`src/rtl/wshb_arbiter.sv`:
```
// ---------------------------------------------------------------------------
// wshb_arbiter
//
// Two-master Wishbone classic (ack-terminated) arbiter in front of the single
// SDRAM slave port.
//   M0 : framebuffer reader feeding the video output FIFO (real-time)
//   M1 : pixel writer / pattern generator (best-effort)
//
// The grant is registered. Whoever owns the bus keeps it until it drops cyc.
// Every change of owner, including a master re-acquiring the bus, passes
// through exactly one IDLE cycle with s_cyc low.
//
// Configuration macro:
//   WSHB_ARB_M0_PRIO_EN  defined   : fixed priority, M0 always wins a tie in
//                                    IDLE. The round-robin "last" register
//                                    is not built.
//                        undefined : round-robin tie-break. After reset the
//                                    last owner reads as M1, so M0 wins the
//                                    first tie.
//
// Ports:
//   clk, rst_n           clock; asynchronous active-low reset
//   m0_* / m1_*          master request side (cyc, stb, we, adr, dat_w, sel)
//                        and response side (ack, dat_r)
//   s_*                  slave request side (cyc, stb, we, adr, dat_w, sel)
//                        and response side (ack, dat_r)
//   gnt                  one-hot current owner {M1,M0}; 2'b00 = no owner
// ---------------------------------------------------------------------------
module wshb_arbiter #(
  parameter  int AW = 32,
  parameter  int DW = 32,
  localparam int SW = DW / 8
) (
  input  logic          clk,
  input  logic          rst_n,

  // master 0 (video reader)
  input  logic          m0_cyc,
  input  logic          m0_stb,
  input  logic          m0_we,
  input  logic [AW-1:0] m0_adr,
  input  logic [DW-1:0] m0_dat_w,
  input  logic [SW-1:0] m0_sel,
  output logic          m0_ack,
  output logic [DW-1:0] m0_dat_r,

  // master 1 (pixel writer)
  input  logic          m1_cyc,
  input  logic          m1_stb,
  input  logic          m1_we,
  input  logic [AW-1:0] m1_adr,
  input  logic [DW-1:0] m1_dat_w,
  input  logic [SW-1:0] m1_sel,
  output logic          m1_ack,
  output logic [DW-1:0] m1_dat_r,

  // shared slave port
  output logic          s_cyc,
  output logic          s_stb,
  output logic          s_we,
  output logic [AW-1:0] s_adr,
  output logic [DW-1:0] s_dat_w,
  output logic [SW-1:0] s_sel,
  input  logic          s_ack,
  input  logic [DW-1:0] s_dat_r,

  output logic [1:0]    gnt
);

  // The state encoding is the one-hot grant itself, so gnt comes straight
  // off the state flops: registered, glitch-free, and never 2'b11.
  typedef enum logic [1:0] {
    IDLE = 2'b00,
    OWN0 = 2'b01,
    OWN1 = 2'b10
  } state_t;

  state_t state;
  state_t next_state;
  state_t tie_winner;

  // -------------------------------------------------------------------------
  // Tie-break between two simultaneous requests seen in IDLE
  // -------------------------------------------------------------------------
`ifdef WSHB_ARB_M0_PRIO_EN

  // The video reader must never underrun, so it always wins.
  assign tie_winner = OWN0;

`else

  // Owner of the most recently completed tenure: 0 = M0, 1 = M1.
  logic last;

  always_ff @(posedge clk or negedge rst_n) begin
    if (!rst_n) begin
      // NOTE: state registers use non-blocking assignments so every flop
      // samples the pre-edge values regardless of process ordering.
      last <= 1'b1;
    end else if (state == OWN0 && !m0_cyc) begin
      last <= 1'b0;
    end else if (state == OWN1 && !m1_cyc) begin
      last <= 1'b1;
    end
  end

  assign tie_winner = last ? OWN0 : OWN1;

`endif

  // -------------------------------------------------------------------------
  // Grant FSM
  // -------------------------------------------------------------------------
  always_ff @(posedge clk or negedge rst_n) begin
    if (!rst_n) begin
      state <= IDLE;
    end else begin
      state <= next_state;
    end
  end

  always_comb begin
    // NOTE: next_state gets its default before the case so that no path
    // leaves it unassigned, which would otherwise infer a latch.
    next_state = state;
    unique case (state)
      IDLE: begin
        if (m0_cyc && m1_cyc) begin
          next_state = tie_winner;
        end else if (m0_cyc) begin
          next_state = OWN0;
        end else if (m1_cyc) begin
          next_state = OWN1;
        end
      end
      // Dropping cyc always returns to IDLE, even if the same master raises
      // it again at once; that enforces the one-cycle turnaround. It also
      // covers an abort with stb high and no ack: a late s_ack arriving in
      // IDLE is masked below because gnt is 00 by then.
      OWN0: if (!m0_cyc) next_state = IDLE;
      OWN1: if (!m1_cyc) next_state = IDLE;
      default: next_state = IDLE;
    endcase
  end

  assign gnt = state;

  // -------------------------------------------------------------------------
  // Request mux: each master's signals are gated by its grant bit and the two
  // are OR'ed, so the slave sees all-zero whenever nobody owns the bus. Reset
  // clears the state flops asynchronously, which drops s_cyc immediately.
  // -------------------------------------------------------------------------
  assign s_cyc   = (gnt[0] & m0_cyc) | (gnt[1] & m1_cyc);
  assign s_stb   = (gnt[0] & m0_stb) | (gnt[1] & m1_stb);
  assign s_we    = (gnt[0] & m0_we)  | (gnt[1] & m1_we);
  assign s_adr   = ({AW{gnt[0]}} & m0_adr)   | ({AW{gnt[1]}} & m1_adr);
  assign s_dat_w = ({DW{gnt[0]}} & m0_dat_w) | ({DW{gnt[1]}} & m1_dat_w);
  assign s_sel   = ({SW{gnt[0]}} & m0_sel)   | ({SW{gnt[1]}} & m1_sel);

  // -------------------------------------------------------------------------
  // Response routing: ack goes only to the owner. Read data is broadcast,
  // and each master qualifies it with its own ack.
  // -------------------------------------------------------------------------
  assign m0_ack   = s_ack & gnt[0];
  assign m1_ack   = s_ack & gnt[1];
  assign m0_dat_r = s_dat_r;
  assign m1_dat_r = s_dat_r;

  // -------------------------------------------------------------------------
  // Invariants
  // -------------------------------------------------------------------------
  a_gnt_onehot0 : assert property (@(posedge clk) disable iff (!rst_n)
    gnt != 2'b11);

  a_single_ack : assert property (@(posedge clk) disable iff (!rst_n)
    !(m0_ack && m1_ack));

endmodule

```
`config.mk`:
```
export PLATFORM = sky130hd
export DESIGN_NAME = wshb_arbiter
export DESIGN_NICKNAME = d
export VERILOG_FILES = /design/src/rtl/wshb_arbiter.sv
export SDC_FILE = /design/constraint.sdc
export NUM_CORES = 1
export LEC_CHECK = 0
export ABC_AREA = 1
export BUFFER_PORTS_ARGS = -buffer_cell sky130_fd_sc_hd__buf_2
export CAP_MARGIN = 20
export CORE_AREA = 2 2 124 126
export DETAILED_ROUTE_END_ITERATION = 7
export DIE_AREA = 0 0 126 128
export PLACE_DENSITY_LB_ADDON = 0.15
export SYNTH_ARGS = -nofsm -noshare
export SYNTH_HDL_FRONTEND = slang
export SYNTH_SLANG_ARGS = --single-unit
export TNS_END_PERCENT = 50
```
`constraint.sdc`:
```
create_clock -name clk -period 1.75 [get_ports clk]
set_input_delay 0.525 -clock clk [delete_from_list [all_inputs] [get_ports clk]]
set_output_delay 0.525 -clock clk [all_outputs]
set_load 0.02 [all_outputs]
```
==> reports/qor.yml <==
layout:
  post-route-util_pct: 15.60
  finalInstanceArea_um2: 2318
  drive_gt1_share_pct: 70.34
  area_growth_pct: 60.71
  nets: 505
  antennaDiodeCount: 0
  layout.cells.non_filler: 515
outcome:
  violations: "setup timing"
  outcome: "complete, but fails checks"
clock_tree:
  clkLatencyLatePin_ps: 220
  path_clk_slew_ps: 30
  clkSinkCount: 3
  cts_buffer_depth: 2
  cts_setup_buffers: 0
  cts-root-buf: "clkbuf_16"
  htreeDepth: 1
  cts_tree: "yes"
  numCtsBuffers: 3
floorplan:
  die_y_um: 128
  core_um2: 14860
  die-area_um2: 16130
  rows: 45
  start_util_pct: 9.705
  dieWidth_um: 126
  io_pins: 316
synthesis:
  synth_top_area_share_pct: 42.50
  synth_ff_type: "dfrtp_1"
  synth_edf_count: 0
  ys_types: 14
  yosysWarnings: 0
  synth_fp_nets: 359
  async_flop_share_pct: 100.0
  ys_seq_area_share_pct: 5.291
  yosys.area.top_type: "a22o_1"
  synth.area.top_cells: "a22o_1 42%, buf_4 34%, buf_6 7.0%"
  avgSynthCellArea_um2: 7.927
  synth-seq-cells: 3
  synth_area_um2: 1443
  synth_cells: 182
timing:
  fin_skew_ps: 2.356
  drv_slew: 0
  finalSetupTns_ps: -103.3
  worst_slew_pin_slew_ps: 207.0
  hold_viol_final: 0
  period_needed_ps: 1780
  period_share_pct: 101.7
  setup_slack_ps: -29.73
  clock.fmax_mhz: 561.9
  rsz0062_at_grt: "true"
  max_slew_margin_pct: 86.20
  report.final.setup_viol: 9
critical_path:
  rr_endpoint: "gnt[1]"
  r2r_setup_slack_ps: 650
  critPathCaptureType: "primary output"
  cp_data_arrival_time_ps: 1250
  r2r_start: "gnt[0]"
  timing.critical_path.from: "gnt[1]"
  critical_path.endpoint: "s_adr[23]"
  cp-start-kind: "flop"
  r2r_cells: 6
  crit_type: "flop to primary output"
  required_ps: 1220
  crit_fanout: 38
power_and_ir_drop:
  power_frac_clock_pct: 9.6
  power_leakage_uw: 0.001373
  p_int_uw: 1721
  combPwrFrac_pct: 86.3
  powerDensity_nw_per_um2: 1626
  power_uw: 3771
  p_sw_uw: 2050
  power.share.sequential_pct: 4.1
  ir_drop_v: 0.0003955
  power.share.switching_pct: 54.35
place:
  place_area_um2: 2225
  dp_hpwl_um: 5037
  port_buffers: 219
  dp.cells: 511
  place_congestion: 0.6781
flow_run:
  drv_cap: 0
global_routing:
  grt_pass1_vias: 1687
  grt_max_degree: 43
  overflow: 0
  grt.total_usage_pct: 6.456
  grt_pass1_wl_um: 8431
  grt_antenna_before_repair: 0
routing:
  vias_per_cell: 3.616
  post_drt_wl_per_cell_um: 11.79
  via_count: 1862
  route.detailed.drc: 0
  dr.first_iter.drc_count: 56
  ant_nets: 0
  first_pass_iters: 4
  totalWireLength_um: 6070
worst_hold_path:
  hold_path.class: "primary input to async pin"
==> layer usage <==
metal / up-vias / part of all wire (%) / track usage, % / routed length (um)
li1: 898 / - / - / -
met4: 0 / 2.9 / 2.909 / 175
met5: - / 0 / 0 / 0
met2: 139 / 55 / 12.90 / 3318
met1: 802 / 31 / 5.992 / 1861
met3: 23 / 12 / 1.878 / 715
==> stage by stage <==
stage / hold WS [ps] / worst slack [ps]
global placement: 330.6 / 194.0
detailed placement: 329.2 / 192.1
finish: 94.56 / -29.73
CTS: 93.08 / -42.11
global route: 94.92 / -62.47
floorplan: 229.4 / 96.79
==> how the worst min path moves through the flow <==
stage | start | to
3_3_place_gp | rst_n | gnt[0]
3_5_place_dp | rst_n | gnt[0]
2_1_floorplan | rst_n | gnt[0]
6_report | rst_n | gnt[1]
5_1_grt | rst_n | gnt[1]
4_1_cts | rst_n | gnt[1]
==> placed cells by master, fill, tap and decap left out <==
cell type and instances:
dfstp_2 1, buf_4 1, o21bai_1 1, o21ai_0 1, o31ai_1 1, a22o_1 70
clkbuf_1 1, dfrtp_2 2, nand3_1 3, buf_2 216, nor2_1 3, nor2_4 1
clkbuf_16 3, inv_1 4, buf_12 4, nand2_1 13, buf_6 2
==> cell type report <==
cell class              instances  area [um^2]
fillers                      1720        12550
multi-input cells              93        719.4
repair buffers                223         1191
clock buffers                   4        78.83
flip-flops and latches          3        78.83
well taps                     188        235.2
inverters                       4        15.01
==> power by group through the flow <==
| stage | clock, uW | combinational [uW] | sequential, uW |
|---|---|---|---|
| after global routing | 381 | 3490 | 160 |
| final | 363 | 3250 | 154 |
| after CTS | 370 | 3290 | 155 |
| after detailed placement | 0 | 3260 | 156 |
| after global placement | 0 | 3270 | 155 |
| after floorplan | 0 | 2520 | 157 |
==> flip-flops by register name, indices dropped and copies added, names as in the netlist <==
name  count
gnt       2
last      1
==> critical path, stage by stage (launching register included) <==
cell and delay, ps:
dfrtp_2 430, buf_12 180, a22o_1 240, buf_2 160
==> cells by family (layout without fill, tap and decap cells) <==
logic type / count (synthesis) / count (layout) / synth area share [%]
AOI/OAI and AO/OA: 73 / 73 / 43.89
DFF: 3 / 3 / 5.291
buffers and inverters: 86 / 231 / 44.84
and+or+nand+nor: 20 / 20 / 5.984
==> timing repair <==
| action | in CTS | in global routing |
|---|---|---|
| setup endpoints to repair | 28 | 71 |
| resized for setup | 3 | 2 |
| hold buffers | 0 | 0 |
==> cell usage after synthesis, types with 2 or more instances <==
master   number
a22o_1       70
buf_4        66
nand2_1      13
buf_6         9
buf_2         7
inv_1         4
nand3_1       3
nor2_1        3
dfrtp_1       2
Note: power is estimated with default switching activity, not from simulation.
